File: config.mk
export PLATFORM = sky130hd
export DESIGN_NAME = punc_debug_dumper
export DESIGN_NICKNAME = d
export VERILOG_FILES = /design/src/rtl/punc_dump_pkg.sv /design/src/rtl/punc_dump_obuf.sv /design/src/rtl/punc_debug_dumper.sv
export SDC_FILE = /design/constraint.sdc
export NUM_CORES = 1
export LEC_CHECK = 0
export ABC_AREA = 0
export BUFFER_PORTS_ARGS = -buffer_cell sky130_fd_sc_hd__buf_4
export CORE_MARGIN = 2
export CORE_UTILIZATION = 40
export CTS_BUF_LIST = sky130_fd_sc_hd__clkbuf_4 sky130_fd_sc_hd__clkbuf_8
export DETAILED_ROUTE_END_ITERATION = 10
export GPL_TIMING_DRIVEN = 0
export PLACE_DENSITY = 0.67
export REMOVE_ABC_BUFFERS = 1
export SLEW_MARGIN = 25
export SYNTH_ARGS = -nofsm -noshare
export SYNTH_HDL_FRONTEND = slang
export SYNTH_SLANG_ARGS = --single-unit
File: constraint.sdc
create_clock -name clk -period 2.4 [get_ports clk]
set_input_delay 0.12 -clock clk [delete_from_list [all_inputs] [get_ports clk]]
set_output_delay 0.12 -clock clk [all_outputs]
set_load 0.01 [all_outputs]
File: src/rtl/punc_dump_pkg.sv
// Shared tags, state encoding and tail-state helper for the PUnC debug dumper.
// PUNC_DUMP_CHECKSUM_EN adds the CSUM state after the memory window.
package punc_dump_pkg;

    typedef logic [1:0] tag_t;

    localparam tag_t TAG_RF   = 2'd0;
    localparam tag_t TAG_PC   = 2'd1;
    localparam tag_t TAG_MEM  = 2'd2;
    localparam tag_t TAG_CSUM = 2'd3;

`ifdef PUNC_DUMP_CHECKSUM_EN
    localparam bit CSUM_EN = 1'b1;
`else
    localparam bit CSUM_EN = 1'b0;
`endif

    typedef enum logic [2:0] {
        ST_IDLE = 3'd0,
        ST_RF   = 3'd1,
        ST_PC   = 3'd2,
        ST_MEM  = 3'd3,
`ifdef PUNC_DUMP_CHECKSUM_EN
        ST_CSUM = 3'd4,
`endif
        ST_DONE = 3'd5
    } dump_state_e;

    // State entered once the last PC/MEM word has been accepted.
    function automatic dump_state_e tail_state();
`ifdef PUNC_DUMP_CHECKSUM_EN
        return ST_CSUM;
`else
        return ST_DONE;
`endif
    endfunction

endpackage

File: src/rtl/punc_dump_obuf.sv
// Valid/ready output holding register for the PUnC debug dumper.
// Loads one word, holds it stable until accepted, clears on handshake or rst.
module punc_dump_obuf
    import punc_dump_pkg::*;
(
    input  logic        clk,
    input  logic        rst,
    input  logic        load_i,
    input  tag_t        tag_i,
    input  logic [15:0] addr_i,
    input  logic [15:0] data_i,
    input  logic        ready_i,
    output logic        valid_o,
    output tag_t        tag_o,
    output logic [15:0] addr_o,
    output logic [15:0] data_o
);

    logic        valid_q;
    tag_t        tag_q;
    logic [15:0] addr_q;
    logic [15:0] data_q;

    always_ff @(posedge clk or posedge rst) begin
        if (rst) begin
            valid_q <= 1'b0;
            tag_q   <= TAG_RF;
            addr_q  <= '0;
            data_q  <= '0;
        end else if (load_i) begin
            valid_q <= 1'b1;
            tag_q   <= tag_i;
            addr_q  <= addr_i;
            data_q  <= data_i;
        end else if (valid_q && ready_i) begin
            valid_q <= 1'b0;
            tag_q   <= TAG_RF;
            addr_q  <= '0;
            data_q  <= '0;
        end
    end

    assign valid_o = valid_q;
    assign tag_o   = tag_q;
    assign addr_o  = addr_q;
    assign data_o  = data_q;

endmodule

File: src/rtl/punc_debug_dumper.sv
// Post-run dumper: streams R0-R7, PC and a memory window as tagged words.
// Define PUNC_DUMP_CHECKSUM_EN to append a wrapping 16-bit checksum word.
module punc_debug_dumper
    import punc_dump_pkg::*;
#(
    parameter int RD_LAT  = 1,
    parameter int MAX_CNT = 16
) (
    input  logic               clk,
    input  logic               rst,
    input  logic               start,
    input  logic [15:0]        mem_base,
    input  logic [MAX_CNT-1:0] mem_count,
    output logic [2:0]         rf_debug_addr,
    output logic [15:0]        mem_debug_addr,
    input  logic [15:0]        rf_debug_data,
    input  logic [15:0]        pc_debug_data,
    input  logic [15:0]        mem_debug_data,
    output logic               out_valid,
    input  logic               out_ready,
    output logic [1:0]         out_tag,
    output logic [15:0]        out_addr,
    output logic [15:0]        out_data,
    output logic               busy,
    output logic               done
);

    localparam logic [1:0] LAT = 2'(RD_LAT);

    dump_state_e        state_q;
    logic [2:0]         rf_addr_q;
    logic [15:0]        mem_addr_q;
    logic [15:0]        base_q;
    logic [MAX_CNT-1:0] mcnt_q;
    logic [1:0]         wcnt_q;
    logic               wt_q;
    logic               busy_q;
    logic               done_q;

    logic        hs;
    logic        ld;
    tag_t        ld_tag;
    logic [15:0] ld_addr;
    logic [15:0] ld_data;

`ifdef PUNC_DUMP_CHECKSUM_EN
    logic [15:0] sum_q;
`endif

    assign hs = out_valid && out_ready;
    // Sample once the issued address has settled for RD_LAT cycles.
    assign ld = wt_q && (wcnt_q == 2'd0);

    always_comb begin
        ld_tag  = TAG_RF;
        ld_addr = '0;
        ld_data = '0;
        case (state_q)
            ST_RF: begin
                ld_tag  = TAG_RF;
                ld_addr = {13'd0, rf_addr_q};
                ld_data = rf_debug_data;
            end
            ST_PC: begin
                ld_tag  = TAG_PC;
                ld_data = pc_debug_data;
            end
            ST_MEM: begin
                ld_tag  = TAG_MEM;
                ld_addr = mem_addr_q;
                ld_data = mem_debug_data;
            end
`ifdef PUNC_DUMP_CHECKSUM_EN
            ST_CSUM: begin
                ld_tag  = TAG_CSUM;
                ld_data = sum_q;
            end
`endif
            default: ;
        endcase
    end

    always_ff @(posedge clk or posedge rst) begin
        if (rst) begin
            state_q    <= ST_IDLE;
            rf_addr_q  <= '0;
            mem_addr_q <= '0;
            base_q     <= '0;
            mcnt_q     <= '0;
            wcnt_q     <= '0;
            wt_q       <= 1'b0;
            busy_q     <= 1'b0;
            done_q     <= 1'b0;
        end else begin
            done_q <= 1'b0;
            if (wt_q) begin
                if (wcnt_q == 2'd0) wt_q <= 1'b0;
                else                wcnt_q <= wcnt_q - 2'd1;
            end
            case (state_q)
                ST_IDLE: begin
                    if (start) begin
                        state_q   <= ST_RF;
                        rf_addr_q <= '0;
                        base_q    <= mem_base;
                        mcnt_q    <= mem_count;
                        wt_q      <= 1'b1;
                        wcnt_q    <= LAT;
                        busy_q    <= 1'b1;
                    end
                end
                ST_RF: begin
                    if (hs) begin
                        wt_q   <= 1'b1;
                        wcnt_q <= LAT;
                        if (rf_addr_q == 3'd7) state_q <= ST_PC;
                        else rf_addr_q <= rf_addr_q + 3'd1;
                    end
                end
                ST_PC: begin
                    if (hs) begin
                        wcnt_q <= LAT;
                        if (mcnt_q != '0) begin
                            state_q    <= ST_MEM;
                            mem_addr_q <= base_q;
                            wt_q       <= 1'b1;
                        end else begin
                            state_q <= tail_state();
                            wt_q    <= CSUM_EN;
                            busy_q  <= CSUM_EN;
                            done_q  <= !CSUM_EN;
                        end
                    end
                end
                ST_MEM: begin
                    if (hs) begin
                        wcnt_q <= LAT;
                        if (mcnt_q == MAX_CNT'(1)) begin
                            state_q <= tail_state();
                            wt_q    <= CSUM_EN;
                            busy_q  <= CSUM_EN;
                            done_q  <= !CSUM_EN;
                        end else begin
                            mcnt_q     <= mcnt_q - MAX_CNT'(1);
                            mem_addr_q <= mem_addr_q + 16'd1;
                            wt_q       <= 1'b1;
                        end
                    end
                end
`ifdef PUNC_DUMP_CHECKSUM_EN
                ST_CSUM: begin
                    if (hs) begin
                        state_q <= ST_DONE;
                        busy_q  <= 1'b0;
                        done_q  <= 1'b1;
                    end
                end
`endif
                ST_DONE: state_q <= ST_IDLE;
                default: state_q <= ST_IDLE;
            endcase
        end
    end

`ifdef PUNC_DUMP_CHECKSUM_EN
    always_ff @(posedge clk or posedge rst) begin
        if (rst) begin
            sum_q <= '0;
        end else if (state_q == ST_IDLE && start) begin
            sum_q <= '0;
        end else if (ld && state_q != ST_CSUM) begin
            sum_q <= sum_q + ld_data;
        end
    end
`endif

    punc_dump_obuf u_obuf (
        .clk     (clk),
        .rst     (rst),
        .load_i  (ld),
        .tag_i   (ld_tag),
        .addr_i  (ld_addr),
        .data_i  (ld_data),
        .ready_i (out_ready),
        .valid_o (out_valid),
        .tag_o   (out_tag),
        .addr_o  (out_addr),
        .data_o  (out_data)
    );

    assign rf_debug_addr  = rf_addr_q;
    assign mem_debug_addr = mem_addr_q;
    assign busy           = busy_q;
    assign done           = done_q;

endmodule

==> metrics.yaml <==
outcome:
  status: "complete, no violations"
routing:
  wl_um: 12800
  vias: 4389
  drt_iter0_markers: 243
  drtAntennaViolNets: 0
  drc: 0
  wl_per_cell_um: 16.4
  firstDrtPassIters: 5
  avgViaCountPerCell: 5.61
clocking:
  cts_buffer_depth: 2
  cts.root.buffer_cell: "clkbuf_8"
  postCtsSetupRepairBufs: 0
  clkLatencyLatePin_ns: 0.38
  cts_buffers: 9
  clock_sinks: 94
  clk_pin_slew_ns: 0.09
  cts_tree: "done"
  cts_max_level: 3
synth:
  netlist.area_leader.share_pct: 48.1
  synthXorXnorAreaFrac_pct: 0
  yosysUniqueCellTypes: 60
  yosysSeqAreaShare_pct: 48.1
  yosys.area_share.simple_pct: 13.4
  syn-instance-count: 489
  synthAdderAreaFrac_pct: 1.53
  synth_area_per_cell_sq_um: 10.0
  synth_compound_area_share_pct: 23.7
  yosys-mux-area-fraction_pct: 8.83
  synth_ff_type: "dfrtp_1"
  synth_warnings: 0
  ys_ff_latch: 94
  yosys-top-cells-area: "dfrtp_1 (48%), mux2_2 (7.6%), o21ai_0 (5.3%)"
  netlist_area_sq_mm: 0.00489
  synth_edf_count: 0
  synth_largest_area_cell: "dfrtp_1"
  synth_top_family_by_area: "compound AO/OA/AOI/OAI gates"
  ys_async_sr_fraction_pct: 100
timing:
  fmaxAchievable_mhz: 442
  period_share_pct: 94.4
  setup_viol: 0
  skew_ns: 0.0141
  relSlewSlack_pct: 42.0
  setup_tns_ns: 0
  worst_slew_pin_slew_ns: 0.864
  slew_viol_final: 0
  final.min_clock_period_ns: 2.26
  finalHoldViolCount: 0
  rsz0062_at_grt: "false"
die:
  initial_utilization_pct: 40.9
  row_count: 40
  dieWidth_um: 115
  core_sq_mm: 0.0120
  die_area_sq_mm: 0.0131
  die_h_um: 115
  ioPinCount: 140
setup_path:
  end_kind: "register"
  critPathKind: "reg -> reg"
  arrival_ns: 2.47
  start_kind: "register"
  critPathRequiredTime_ns: 2.61
  path_max_fanout: 17
placed_design:
  hpwl_um: 9340
  io_buffers: 139
  place.gp.congestion: 0.822
  place_area_sq_mm: 0.00610
power_and_ir_drop:
  power.leakage_nw: 3.02
  ir_drop_uv: 422
  p_per_area_mw_per_mm2: 952
final_layout:
  synthToLayoutAreaGrowth_pct: 32.8
  layout-drive-gt1-share_pct: 33.8
  nFillCells: 1072
  n_antenna_cell: 0
  stdcell_area_sq_mm: 0.00650
  fin_nets: 721
global_route:
  antenna_found_initial: 0
  grt_pass1_vias: 4162
  grt_pass1_wl_um: 20300
  grt.overflow.total: 0
  track_usage_pct: 19.5
  grt_max_degree: 58
flow_run:
  maxCapViolations: 0
hold_path:
  hp-class: "in -> reg"
## registers in the layout (all words and copies together), names as in the netlist
signal          flops
rf_debug_addr       3
u_obuf.valid_o      1
base_q             16
done                1
u_obuf.tag_o        2
busy                1
mcnt_q             16
u_obuf.data_o      16
wt_q                1
u_obuf.addr_o      16
wcnt_q              2
mem_debug_addr     16
state_q             3
## what timing repair did
item                                    4_1_cts  5_1_grt
resized for setup                             3        4
endpoints found under the setup margin       65       31
hold buffers                                 18        0
hold endpoints to repair                     54        0
## Yosys cell counts (all sizes together) (4+ instances only)
| library cell | count |
|---|---|
| a21o | 4 |
| a21oi | 39 |
| a22o | 14 |
| a22oi | 19 |
| a2bb2oi | 8 |
| a31oi | 7 |
| and2 | 4 |
| buf | 14 |
| clkbuf | 18 |
| dfrtp | 94 |
| ha | 6 |
| inv | 15 |
| mux2 | 33 |
| mux2i | 6 |
| nand2 | 36 |
| nand3 | 12 |
| nand4 | 6 |
| nor2 | 36 |
| nor3 | 9 |
| o21ai | 56 |
| o22ai | 6 |
## per-layer routing
layer | GRT usage, % | share of wire, %
met1 | 25.1 | 44
met5 | 0 | 0
met2 | 32.6 | 48
met4 | 6.42 | 1.5
met3 | 4.34 | 6.7
## cell families after synthesis
logic type,after synthesis
flops,94
mux,39
buf+inv,47
simple gates,128
fa+ha+maj,6
compound gates,175
## critical path, cell delays in order (launching register included)
cell and delay (ns):
dfrtp_1 0.44, nor4_1 0.55, and4bb_2 0.48, a21o_2 0.39, a21oi_1 0.08, a2bb2oi_1 0.15
## stage by stage
stage	worst slack, ns	hold slack, ns	total power [mW]	std cells	util (%)
3_5_place_dp	-0.437	0.147	5.11	749	51.0
3_3_place_gp	-1.96	0.337	4.93	743	49.8
2_1_floorplan	-0.701	0.227	3.92	457	-
4_1_cts	0.0119	0.0137	6.21	783	54.2
6_report	0.135	0.0161	6.18	783	54.3
5_1_grt	0.0131	0.0392	6.60	783	54.3
## report_power, final
part	internal, mW	switching [mW]
sequential	2.15	0.622
clock	0.507	0.572
combinational	1.19	1.14
## worst paths after layout
kind                       slack (ns)  cells after the start               from                 end
hold / removal                   0.02                      3       mem_count[1]           mcnt_q[1]
setup / recovery                 0.14                      5          mcnt_q[8]  mem_debug_addr[15]
hold reg to reg                  0.49                      2  u_obuf.data_o[13]   u_obuf.data_o[13]
min in group asynchronous        0.29                      3                rst   u_obuf.addr_o[12]
max in group asynchronous        1.51                      4                rst           mcnt_q[3]
setup reg to reg                 0.14                      5          mcnt_q[8]  mem_debug_addr[15]
## cell type report
type                       count  area (sq um)  share of cell area [%]
clock buffer                  11           139                    2.14
multi-input combinational    348          2350                    36.2
tap                          147           184                    2.83
inverter                      15          61.3                   0.944
timing repair buffer         163          1340                    20.7
sequential                    94          2360                    36.3
clock inverter                 5          60.1                   0.924
## cell usage in the layout (no fill, tap or decap), drive strengths merged, types with 3 or more instances in the layout
| cell type | count |
|---|---|
| a21o | 4 |
| a21oi | 39 |
| a222oi | 3 |
| a22o | 14 |
| a22oi | 19 |
| a2bb2oi | 8 |
| a31oi | 7 |
| a32oi | 3 |
| and2 | 4 |
| and3 | 3 |
| buf | 145 |
| clkbuf | 11 |
| clkinv | 3 |
| dfrtp | 94 |
| dlygate4sd3 | 18 |
| ha | 6 |
| inv | 15 |
| mux2 | 33 |
| mux2i | 6 |
| nand2 | 36 |
| nand3 | 12 |
| nand4 | 6 |
| nor2 | 36 |
| nor2b | 3 |
| nor3 | 9 |
| o21ai | 56 |
| o22ai | 6 |
| or3 | 3 |
Note: power is estimated with default switching activity, not from simulation.
